==> src/rtl/wb_line_master.sv <==
// Wishbone B4 bus initiator: turns one cache-line request into an incrementing
// burst of BEATS beats and returns the assembled line with a one-cycle done pulse.
module wb_line_master #(
  parameter int OPTN_WB_DATA_WIDTH = 32,
  parameter int OPTN_WB_ADDR_WIDTH = 32,
  parameter int OPTN_LINE_SIZE     = 32
) (
  input  logic                              clk,
  input  logic                              n_rst,
  input  logic                              i_req_valid,
  input  logic                              i_req_we,
  input  logic [OPTN_WB_ADDR_WIDTH-1:0]     i_req_addr,
  input  logic [OPTN_LINE_SIZE*8-1:0]       i_req_data,
  output logic                              o_req_ready,
  output logic                              o_done,
  output logic [OPTN_LINE_SIZE*8-1:0]       o_rdata,
  input  logic                              i_wb_ack,
  input  logic [OPTN_WB_DATA_WIDTH-1:0]     i_wb_data,
  output logic                              o_wb_cyc,
  output logic                              o_wb_stb,
  output logic                              o_wb_we,
  output logic [2:0]                        o_wb_cti,
  output logic [1:0]                        o_wb_bte,
  output logic [OPTN_WB_DATA_WIDTH/8-1:0]   o_wb_sel,
  output logic [OPTN_WB_ADDR_WIDTH-1:0]     o_wb_addr,
  output logic [OPTN_WB_DATA_WIDTH-1:0]     o_wb_data
);

  localparam int DW           = OPTN_WB_DATA_WIDTH;
  localparam int AW           = OPTN_WB_ADDR_WIDTH;
  localparam int WB_DATA_SIZE = OPTN_WB_DATA_WIDTH / 8;
  localparam int BEATS        = OPTN_LINE_SIZE / WB_DATA_SIZE;
  localparam int LINE_WIDTH   = OPTN_LINE_SIZE * 8;
  localparam int BW           = (BEATS > 1) ? $clog2(BEATS) : 1;
  localparam int LSB          = $clog2(WB_DATA_SIZE);
  localparam logic [BW-1:0] LAST_BEAT = BW'(BEATS - 1);
  localparam logic [AW-1:0] LINE_MASK = ~AW'(OPTN_LINE_SIZE - 1);

  typedef enum logic [1:0] {IDLE, BURST, DONE} state_t;

  state_t                  state, next_state;
  logic                    we_q;
  logic [AW-1:0]           base_q;
  logic [LINE_WIDTH-1:0]   wline_q;
  logic [LINE_WIDTH-1:0]   rdata_q;
  logic [BW-1:0]           beat;
  logic                    last_beat;
  logic                    in_burst;

  assign last_beat = (beat == LAST_BEAT);
  assign in_burst  = (state == BURST);

  always_ff @(posedge clk or negedge n_rst) begin
    if (!n_rst) state <= IDLE;
    else        state <= next_state;
  end

  always_comb begin
    next_state = state;
    case (state)
      IDLE:    if (i_req_valid) next_state = BURST;
      BURST:   if (i_wb_ack && last_beat) next_state = DONE;
      DONE:    next_state = IDLE;
      default: next_state = IDLE;
    endcase
  end

  // Request latch, beat counter and read-line assembly; reset also discards a partial line.
  always_ff @(posedge clk or negedge n_rst) begin
    if (!n_rst) begin
      we_q    <= 1'b0;
      base_q  <= '0;
      wline_q <= '0;
      rdata_q <= '0;
      beat    <= '0;
    end else if (state == IDLE && i_req_valid) begin
      we_q    <= i_req_we;
      base_q  <= i_req_addr & LINE_MASK;
      wline_q <= i_req_data;
      beat    <= '0;
    end else if (in_burst && i_wb_ack) begin
      if (!we_q) rdata_q[beat*DW +: DW] <= i_wb_data;
      if (!last_beat) beat <= beat + BW'(1);
    end
  end

  always_comb begin
    o_req_ready = (state == IDLE);
    o_done      = (state == DONE);
    o_rdata     = rdata_q;
    o_wb_cyc    = in_burst;
    o_wb_stb    = in_burst;
    o_wb_we     = in_burst && we_q;
    o_wb_bte    = 2'b00;
    o_wb_sel    = '0;
    o_wb_cti    = 3'b000;
    o_wb_addr   = '0;
    o_wb_data   = '0;
    if (in_burst) begin
      o_wb_sel  = '1;
      o_wb_cti  = last_beat ? 3'b111 : 3'b010;
      o_wb_addr = base_q + (AW'(beat) << LSB);
      o_wb_data = wline_q[beat*DW +: DW];
    end
  end

endmodule

==> config.mk <==
export PLATFORM = sky130hd
export DESIGN_NAME = wb_line_master
export DESIGN_NICKNAME = d
export VERILOG_FILES = /design/src/rtl/wb_line_master.sv
export SDC_FILE = /design/constraint.sdc
export NUM_CORES = 1
export LEC_CHECK = 0
export ABC_AREA = 1
export BUFFER_PORTS_ARGS = -buffer_cell sky130_fd_sc_hd__buf_2
export CELL_PAD_IN_SITES_DETAIL_PLACEMENT = 0
export CELL_PAD_IN_SITES_GLOBAL_PLACEMENT = 1
export CORE_AREA = 2 2 259 261
export CTS_BUF_LIST = sky130_fd_sc_hd__clkbuf_8
export CTS_CLUSTER_DIAMETER = 100
export CTS_CLUSTER_SIZE = 40
export DETAILED_ROUTE_END_ITERATION = 16
export DIE_AREA = 0 0 261 263
export GPL_TIMING_DRIVEN = 0
export MAX_ROUTING_LAYER = met4
export PLACE_DENSITY_LB_ADDON = 0.1
export SYNTH_ARGS = -nofsm -noshare
export SYNTH_HDL_FRONTEND = slang
export SYNTH_SLANG_ARGS = --single-unit
==> constraint.sdc <==
create_clock -name clk -period 5.8 [get_ports clk]
set_input_delay 0.87 -clock clk [delete_from_list [all_inputs] [get_ports clk]]
set_output_delay 0.87 -clock clk [all_outputs]
set_load 0.03 [all_outputs]
==> impl_metrics.env, run 1 <==
export IMPL_status="finished, final reports clean"
export IMPL_cts_root_buf="clkbuf_8"
export IMPL_ys_types=22
export IMPL_grt_max_degree=117
export IMPL_drt_initial_drc_count=1679
export IMPL_die_w_um=261
export IMPL_area_growth_pct=21.5
export IMPL_syn_cell_area_um2=24400
export IMPL_worstMarginPinSlew_ns=0.719
export IMPL_nets=4204
export IMPL_grt_pass1_vias=22600
export IMPL_vias_per_cell=4.80
export IMPL_first_pass_iters=5
export IMPL_cts_tree="built"
export IMPL_synth_area_per_cell_um2=7.65
export IMPL_hold_viol=0
export IMPL_core_um2=65600
export IMPL_vias=22900
export IMPL_p_per_area_nw_per_um2=582
export IMPL_layout_common_cells="nand2_1, buf_2, dfrtp_1"
export IMPL_worstHoldPathType="input port to async pin"
export IMPL_ant_nets=0
export IMPL_die_area_um2=68600
export IMPL_worstPathRequired_ns=4.93
export IMPL_cts_buffers_inserted=28
export IMPL_slew_headroom_pct=52.0
export IMPL_cts_sinks=545
export IMPL_critPathCaptureType="output port"
export IMPL_ys_ff_latch=545
export IMPL_drc_errors=0
export IMPL_drive_above_1_share_pct=22.5
export IMPL_worstPathCellList="inv_1 > nor2_2 > inv_2 > nor2_1 > buf_2 > nand2_1 > nand2_1 > buf_2"
export IMPL_routed_wl_um=97700
export IMPL_num_rows=94
export IMPL_portBuffers=649
export IMPL_num_io_pins=659
export IMPL_synth_cells=3185
export IMPL_num_fill_cells=7148
export IMPL_slowest_stage="nor2_2"
export IMPL_setup_viol=0
export IMPL_max_freq_mhz=238
export IMPL_wl_per_cell_um=20.5
export IMPL_htree_num_levels=1
export IMPL_fin_crit_ns=4.21
export IMPL_grt_first_pass_wirelength_um=142000
export IMPL_ir_drop_mv=0.395
export IMPL_arrival_ns=3.34
export IMPL_grt_usage_pct=28.7
export IMPL_mostFrequentLayoutCell="nand2_1"
export IMPL_start_kind="flip-flop"
export IMPL_rr_worst_depth=12
export IMPL_clk_latency_ns=0.75
export IMPL_place_congestion=0.878
export IMPL_clkTransAtPathRegs_ns=0.17
export IMPL_ys_seq_area_share_pct=56.0
export IMPL_leakage_nw=17.3
export IMPL_total_power_mw=17.2
export IMPL_antenna_found_initial=15
export IMPL_period_share_pct=72.6
export IMPL_hpwlAfterDp_um=77200
export IMPL_max_cap_viol_count=0
export IMPL_gr_total_overflow=0
export IMPL_whs_ns=0.0370
export IMPL_die_h_um=263
export IMPL_cts_resized=0
export IMPL_start_util_pct=37.1
export IMPL_crit_fanout=10
export IMPL_slowest_delay_ns=0.55
export IMPL_cts_buffer_depth=3
export IMPL_rsz0062_at_grt="false"
export IMPL_crit_type="flip-flop to output port"
export IMPL_ys_warn_count=0
export IMPL_postCtsHoldBufs=0
export IMPL_drv_slew=0
export IMPL_skew_ns=0.0504
export IMPL_cts_setup_buffers=0
## stage by stage
stage / setup WS, ns / setup TNS [ns] / instance area [µm²] / std cells / util (%)
after global routing: 1.35 / 0 / 29600 / 4770 / 45.1
after floorplan: 2.93 / 0 / 24400 / 3188 / -
after global placement: -8.13 / -4376.00 / 28700 / 4701 / 43.7
final: 1.59 / 0 / 29600 / 4771 / 45.1
after CTS: 1.49 / 0 / 29600 / 4758 / 45.1
after detailed placement: 2.26 / 0 / 28900 / 4706 / 44.0
## where the power goes
group	total [mW]	switching, mW	internal (mW)
Combinational	9.08	6.68	2.40
Sequential	6.10	0.822	5.28
Clock	2.06	1.45	0.610
Total	17.2	8.96	8.29
## cell type report
type	count	area [µm²]	share of cell area, %
antenna	13	32.5	0.110
buffer	212	1040	3.52
clock buffer	29	399	1.35
clock inverter	23	318	1.07
inverter	46	173	0.583
multi-input combinational	2385	9530	32.2
sequential	545	13600	46.1
tap	864	1080	3.65
timing repair buffer	654	3400	11.5
## Yosys cell counts (all sizes together)
cell type / n / area (µm²)
ha: 7 / 87.6
conb: 1 / 3.75
nand3: 171 / 856
inv: 45 / 169
dfrtp: 545 / 13600
nand2: 1609 / 6050
clkinv: 1 / 3.75
buf: 157 / 835
nor2: 400 / 1540
o21ai: 190 / 951
o22ai: 1 / 6.26
a21oi: 2 / 10.0
clkbuf: 55 / 206
nand4: 1 / 21.3
## routing by layer
metal	part of all wire (%)	track usage, %	vias up
met3	5.9	4.49	103
met2	52	51.2	622
met4	2.5	6.37	0
li1	-	-	11200
met1	40	34.1	11000
met5	0	-	-
## worst max-delay path: cells and delay by family, from the launching register on
| kind | cells | cell delay [ns] |
|---|---|---|
| and+or+nand+nor | 4 | 1.32 |
| DFF | 1 | 0.45 |
| buffers and inverters | 4 | 0.86 |
## path summary, 6_finish.rpt
path	startpoint	end	slack, ns
worst max-delay path	state[0]$_DFFE_PN0P_	o_wb_data[26]	1.59
worst min-delay path	n_rst	o_rdata[39]$_DFFE_PN0P_	0.04
worst max register to register	beat[1]$_DFFE_PN0P_	o_rdata[122]$_DFFE_PN0P_	2.27
worst min register to register	o_rdata[239]$_DFFE_PN0P_	o_rdata[239]$_DFFE_PN0P_	0.48
max in group asynchronous	n_rst	wline_q[16]$_DFFE_PN0P_	3.92
min in group clk	i_req_data[165]	wline_q[165]$_DFFE_PN0P_	0.31
## registers in the layout, summed over array words and instances, names as in the netlist
| signal | count |
|---|---|
| o_rdata | 256 |
| state | 2 |
| beat | 3 |
| we_q | 1 |
| base_q | 27 |
| wline_q | 256 |
## kinds of logic (layout without fill, tap and decap cells)
kind of cell / Yosys count / count (layout) / synth area share [%]
flops: 545 / 545 / 56.0
fa+ha+maj: 7 / 7 / 0.359
other cells: 1 / 17 / 0.0154
simple gates: 2181 / 2181 / 34.7
buf+inv: 258 / 964 / 4.98
compound gates: 193 / 193 / 3.97
(Power assumes the default switching activity.)
==> run 2: changes to the inputs <==
--- a/config.mk
+++ b/config.mk
@@ -9,12 +9,12 @@
 export BUFFER_PORTS_ARGS = -buffer_cell sky130_fd_sc_hd__buf_2
 export CELL_PAD_IN_SITES_DETAIL_PLACEMENT = 0
 export CELL_PAD_IN_SITES_GLOBAL_PLACEMENT = 1
-export CORE_AREA = 2 2 259 261
+export CORE_MARGIN = 2
+export CORE_UTILIZATION = 39
 export CTS_BUF_LIST = sky130_fd_sc_hd__clkbuf_8
 export CTS_CLUSTER_DIAMETER = 100
 export CTS_CLUSTER_SIZE = 40
 export DETAILED_ROUTE_END_ITERATION = 16
-export DIE_AREA = 0 0 261 263
 export GPL_TIMING_DRIVEN = 0
 export MAX_ROUTING_LAYER = met4
 export PLACE_DENSITY_LB_ADDON = 0.1
==> constraint.sdc (replaced) <==
create_clock -name clk -period 4.3 [get_ports clk]
set_input_delay 0.645 -clock clk [delete_from_list [all_inputs] [get_ports clk]]
set_output_delay 0.645 -clock clk [all_outputs]
set_load 0.03 [all_outputs]
==> impl_metrics.env, run 2 (synthesized netlist as in run 1, its figures left out) <==
export IMPL_status="finished, final reports clean"
export IMPL_setup_viol=0
export IMPL_num_io_pins=659
export IMPL_rr_endpoint="o_rdata[125]$_DFFE_PN0P_"
export IMPL_arrival_ns=3.31
export IMPL_period_share_pct=92.0
export IMPL_place_congestion=0.900
export IMPL_core_um2=61700
export IMPL_fin_cells=4738
export IMPL_max_cap_viol_count=0
export IMPL_switching_share_pct=52.1
export IMPL_timing_final_ws_setup_ns=0.345
export IMPL_drt_initial_drc_count=1654
export IMPL_place_area_um2=28800
export IMPL_power_internal_mw=11.1
export IMPL_p_clk_share_pct=11.7
export IMPL_drc_errors=0
export IMPL_crit_fanout=10
export IMPL_mostFrequentLayoutCell="nand2_1"
export IMPL_total_power_mw=23.1
export IMPL_p_per_area_nw_per_um2=782
export IMPL_ir_drop_mv=0.608
export IMPL_critPathCaptureType="output port"
export IMPL_worstHoldPathType="input port to flip-flop"
export IMPL_rsz0062_at_grt="false"
export IMPL_gr_total_overflow=0
export IMPL_cts_buffers_inserted=24
export IMPL_routed_wl_um=95900
export IMPL_dp_cells=4679
export IMPL_cts_tree="built"
export IMPL_cts_sinks=545
export IMPL_power_switching_mw=12.1
export IMPL_drv_slew=0
export IMPL_pre_cts_ws_ns=0.717
export IMPL_worstHoldStart="i_req_data[164]"
export IMPL_fin_util_pct=47.9
export IMPL_power_frac_seq_pct=35.6
export IMPL_drive_above_1_share_pct=22.3
export IMPL_whs_ns=0.0709
export IMPL_wl_per_cell_um=20.2
export IMPL_skew_ns=0.0438
export IMPL_leakage_nw=17.3
export IMPL_antenna_found_initial=16
export IMPL_die_w_um=254
export IMPL_tns_ns=0
export IMPL_clkTransAtPathRegs_ns=0.24
export IMPL_cts_setup_buffers=0
export IMPL_die_area_um2=64500
export IMPL_rr_startpoint="beat[1]$_DFFE_PN0P_"
export IMPL_ant_nets=0
export IMPL_htree_num_levels=1
export IMPL_hpwlAfterDp_um=75800
export IMPL_worstMarginPinSlew_ns=0.714
export IMPL_grt_pass1_vias=22500
export IMPL_vias_per_cell=4.84
export IMPL_slowest_stage="nor2_2"
export IMPL_nets=4201
export IMPL_layout_common_cells="nand2_1, buf_2, dfrtp_1"
export IMPL_die_h_um=254
export IMPL_area_growth_pct=21.4
export IMPL_fin_crit_ns=3.96
export IMPL_worstPathRequired_ns=3.65
export IMPL_portBuffers=649
export IMPL_num_rows=91
export IMPL_slew_headroom_pct=52.3
export IMPL_grt_usage_pct=30.1
export IMPL_hold_viol=0
export IMPL_worst_r2r_setup_slack_ns=0.76
export IMPL_rr_worst_depth=12
export IMPL_cts_buffer_depth=3
export IMPL_grt_first_pass_wirelength_um=139000
export IMPL_start_util_pct=39.5
export IMPL_whs_path_depth=3
export IMPL_grt_max_degree=118
export IMPL_final_area_um2=29600
export IMPL_clk_latency_ns=0.74
export IMPL_crit_type="flip-flop to output port"
export IMPL_cts_root_buf="clkbuf_8"
export IMPL_worstPathCellList="inv_1 > nor2_2 > inv_2 > clkbuf_1 > nor2_1 > buf_4 > buf_2"
export IMPL_vias=22900
export IMPL_slowest_delay_ns=0.55
export IMPL_first_pass_iters=7
export IMPL_start_kind="flip-flop"
export IMPL_hold_end="wline_q[164]$_DFFE_PN0P_"
export IMPL_max_freq_mhz=253
export IMPL_pwr_share_comb_pct=52.6
-- run 2: cell count changes in the layout (fill, tap and decap cells not counted), moves of 3 or more --
cell,change
inv_16,+3
clkinv_16,+7
clkbuf_8,-4
clkinv_8,-6
inv_12,-3
-- run 2: routing by layer --
metal	routed length, µm	GRT usage [%]	vias to the layer above	share of wire [%]
met5	0	-	-	0
met3	5680	5.20	126	5.9
li1	-	-	11200	-
met4	3280	9.48	0	3.4
met2	48400	51.8	652	51
met1	38500	35.8	11000	40
-- run 2: what timing repair did --
item / 4_1_cts / 5_1_grt
endpoints found under the setup margin: 0 / 2
hold buffers: 1 / 0
resized for setup: 0 / 1
endpoints found under the hold margin: 16 / 0
-- run 2: power groups by stage --
stage / clock network [mW] / registers [mW] / logic, mW
final: 2.71 / 8.24 / 12.2
after global routing: 2.95 / 8.46 / 13.4
after CTS: 2.80 / 8.23 / 12.3
after detailed placement: 0 / 8.34 / 12.2
after floorplan: 0 / 9.58 / 6.36
after global placement: 0 / 8.31 / 12.2
-- run 2: worst max-delay path by stage --
stage,from,endpoint,slack (ns),cells after the start
2_1_floorplan,state[0]$_DFFE_PN0P_,o_wb_cti[2],1.66,6
3_3_place_gp,n_rst,wline_q[8]$_DFFE_PN0P_,-9.21,1
3_5_place_dp,beat[1]$_DFFE_PN0P_,o_rdata[61]$_DFFE_PN0P_,0.72,12
4_1_cts,state[0]$_DFFE_PN0P_,o_wb_data[17],0.09,8
5_1_grt,state[0]$_DFFE_PN0P_,o_wb_data[17],0.18,8
6_report,state[0]$_DFFE_PN0P_,o_wb_cti[2],0.34,7
-- run 2: critical path: cells and delay by family, from the launching register on --
kind | cells | cell delay, ns
buffers and inverters | 5 | 1.02
flip-flops | 1 | 0.47
AND/OR/NAND/NOR | 2 | 1.10
-- run 2: cell type report --
class / instances / area, µm²
inverter: 46 / 173
tap: 837 / 1050
antenna: 15 / 37.5
multi-input combinational: 2385 / 9530
fill: 6701 / 32100
clock inverter: 18 / 367
timing repair buffer: 655 / 3410
clock buffer: 25 / 344
sequential: 545 / 13600
buffer: 212 / 1040
==> run 3: changes to the inputs <==
--- a/config.mk
+++ b/config.mk
@@ -18,6 +18,7 @@
 export GPL_TIMING_DRIVEN = 0
 export MAX_ROUTING_LAYER = met4
 export PLACE_DENSITY_LB_ADDON = 0.1
+export SKIP_LAST_GASP = 1
 export SYNTH_ARGS = -nofsm -noshare
 export SYNTH_HDL_FRONTEND = slang
 export SYNTH_SLANG_ARGS = --single-unit
==> constraint.sdc (replaced) <==
create_clock -name clk -period 4.3 [get_ports clk]
set_input_delay 0.215 -clock clk [delete_from_list [all_inputs] [get_ports clk]]
set_output_delay 0.215 -clock clk [all_outputs]
set_load 0.03 [all_outputs]
==> impl_metrics.env, run 3 (synthesized netlist as in run 1, its figures left out) <==
export IMPL_cts_root_buf="clkbuf_8"
export IMPL_worstPathRequired_ns=4.09
export IMPL_rsz0062_at_grt="false"
export IMPL_layout_common_cells="nand2_1, buf_2, dfrtp_1"
export IMPL_cts_sinks=545
export IMPL_total_power_mw=23.4
export IMPL_worstHoldPathType="input port to async pin"
export IMPL_die_w_um=254
export IMPL_p_per_area_nw_per_um2=714
export IMPL_drive_above_1_share_pct=20.6
export IMPL_grt_first_pass_wirelength_um=146000
export IMPL_worst_r2r_setup_slack_ns=0.74
export IMPL_drc_errors=0
export IMPL_die_h_um=254
export IMPL_critPathCaptureType="output port"
export IMPL_mostFrequentLayoutCell="nand2_1"
export IMPL_start_util_pct=39.5
export IMPL_portBuffers=649
export IMPL_first_pass_iters=5
export IMPL_start_kind="flip-flop"
export IMPL_ir_drop_mv=0.618
export IMPL_cts_setup_buffers=0
export IMPL_vias=24300
export IMPL_timing_critical_path_max_delay_family="simple AND/OR/NAND/NOR gates"
export IMPL_ant_nets=0
export IMPL_vias_per_cell=4.81
export IMPL_slew_headroom_pct=48.5
export IMPL_clkTransAtPathRegs_ns=0.23
export IMPL_num_io_pins=659
export IMPL_rr_worst_depth=11
export IMPL_max_cap_viol_count=0
export IMPL_crit_type="flip-flop to output port"
export IMPL_cts_tree="built"
export IMPL_setup_viol=0
export IMPL_skew_ns=0.0480
export IMPL_nets=4519
export IMPL_rr_endpoint="o_rdata[162]$_DFFE_PN0P_"
export IMPL_antenna_found_initial=8
export IMPL_core_um2=61700
export IMPL_crit_cells=8
export IMPL_worstMarginPinSlew_ns=0.770
export IMPL_period_share_pct=86.2
export IMPL_area_growth_pct=34.4
export IMPL_htree_num_levels=1
export IMPL_hpwlAfterDp_um=75800
export IMPL_drt_initial_drc_count=1709
export IMPL_slowest_delay_ns=0.60
export IMPL_tns_ns=0
export IMPL_hold_viol=0
export IMPL_status="finished, final reports clean"
export IMPL_cts_buffer_depth=3
export IMPL_crit_fanout=10
export IMPL_startpoint="state[0]$_DFFE_PN0P_"
export IMPL_arrival_ns=3.49
export IMPL_place_congestion=0.900
export IMPL_grt_usage_pct=31.3
export IMPL_clk_latency_ns=0.74
export IMPL_leakage_nw=18.6
export IMPL_slowest_stage="nor2_1"
export IMPL_worstPathCellList="inv_1 > nor2_2 > inv_2 > nor2_1 > buf_2 > nand2_1 > nand2_1 > buf_2"
export IMPL_fin_crit_ns=3.70
export IMPL_cts_buffers_inserted=24
export IMPL_grt_pass1_vias=24200
export IMPL_routed_wl_um=99900
export IMPL_rr_startpoint="beat[1]$_DFFE_PN0P_"
export IMPL_max_freq_mhz=270
export IMPL_worst_path_buf_inv=4
export IMPL_num_rows=91
export IMPL_wl_per_cell_um=19.8
export IMPL_grt_max_degree=118
export IMPL_drv_slew=0
export IMPL_die_area_um2=64500
export IMPL_gr_total_overflow=0
export IMPL_fin_util_pct=53.1
[run 3: cell count changes in the layout (fill, tap and decap cells not counted)]
cell / change
dlygate4sd3_1: +318
diode_2: -8
nor2_1: +1
nor2_2: -1
[run 3: stage by stage]
stage | std cells | hold slack [ns] | area, µm² | setup WS [ns]
final | 5048 | 0.0988 | 32700 | 0.595
after CTS | 5041 | 0.0813 | 32700 | 0.523
after floorplan | 3188 | -0.0806 | 24400 | 1.77
after detailed placement | 4679 | 0.0652 | 28800 | 0.717
after global routing | 5048 | 0.110 | 32700 | 0.347
after global placement | 4674 | 0.410 | 28700 | -8.78
[run 3: repair_timing]
action                                 CTS  global route
hold buffers                           319             0
gates resized for setup                  0             0
endpoints found under the hold margin  837             0
[run 3: worst max-delay path by stage]
stage	end
floorplan	o_rdata[130]$_DFFE_PN0P_
global placement	wline_q[8]$_DFFE_PN0P_
finish	o_wb_data[17]
global route	o_wb_data[17]
CTS	o_wb_data[17]
detailed placement	o_rdata[61]$_DFFE_PN0P_
[run 3: area by class of cell]
cell class / count / area [µm²]
Clock buffer: 25 / 344
Antenna cell: 7 / 17.5
Tap cell: 837 / 1050
Clock inverter: 18 / 367
Inverter: 46 / 173
Multi-Input combinational cell: 2385 / 9530
Buffer: 212 / 1040
Timing Repair Buffer: 973 / 6590
Fill cell: 6330 / 29000
Sequential cell: 545 / 13600
[run 3: power breakdown]
group	internal, mW	leakage [nW]	switching (mW)
sequential	7.12	7.12	1.13
clock	0.724	0.337	1.99
combinational	3.42	11.1	9.01
[run 3: per-layer routing]
layer | routed length, µm | vias up | GRT usage (%)
li1 | - | 11800 | -
met1 | 39800 | 11700 | 37.1
met2 | 51300 | 700 | 55.2
met3 | 5450 | 138 | 4.21
met4 | 3330 | 0 | 9.13
met5 | 0 | - | -
[run 3: tightest hold or removal path, cell delays in order]
cell and delay [ns]:
dlygate4sd3_1 0.57, buf_8 0.16, buf_16 0.33
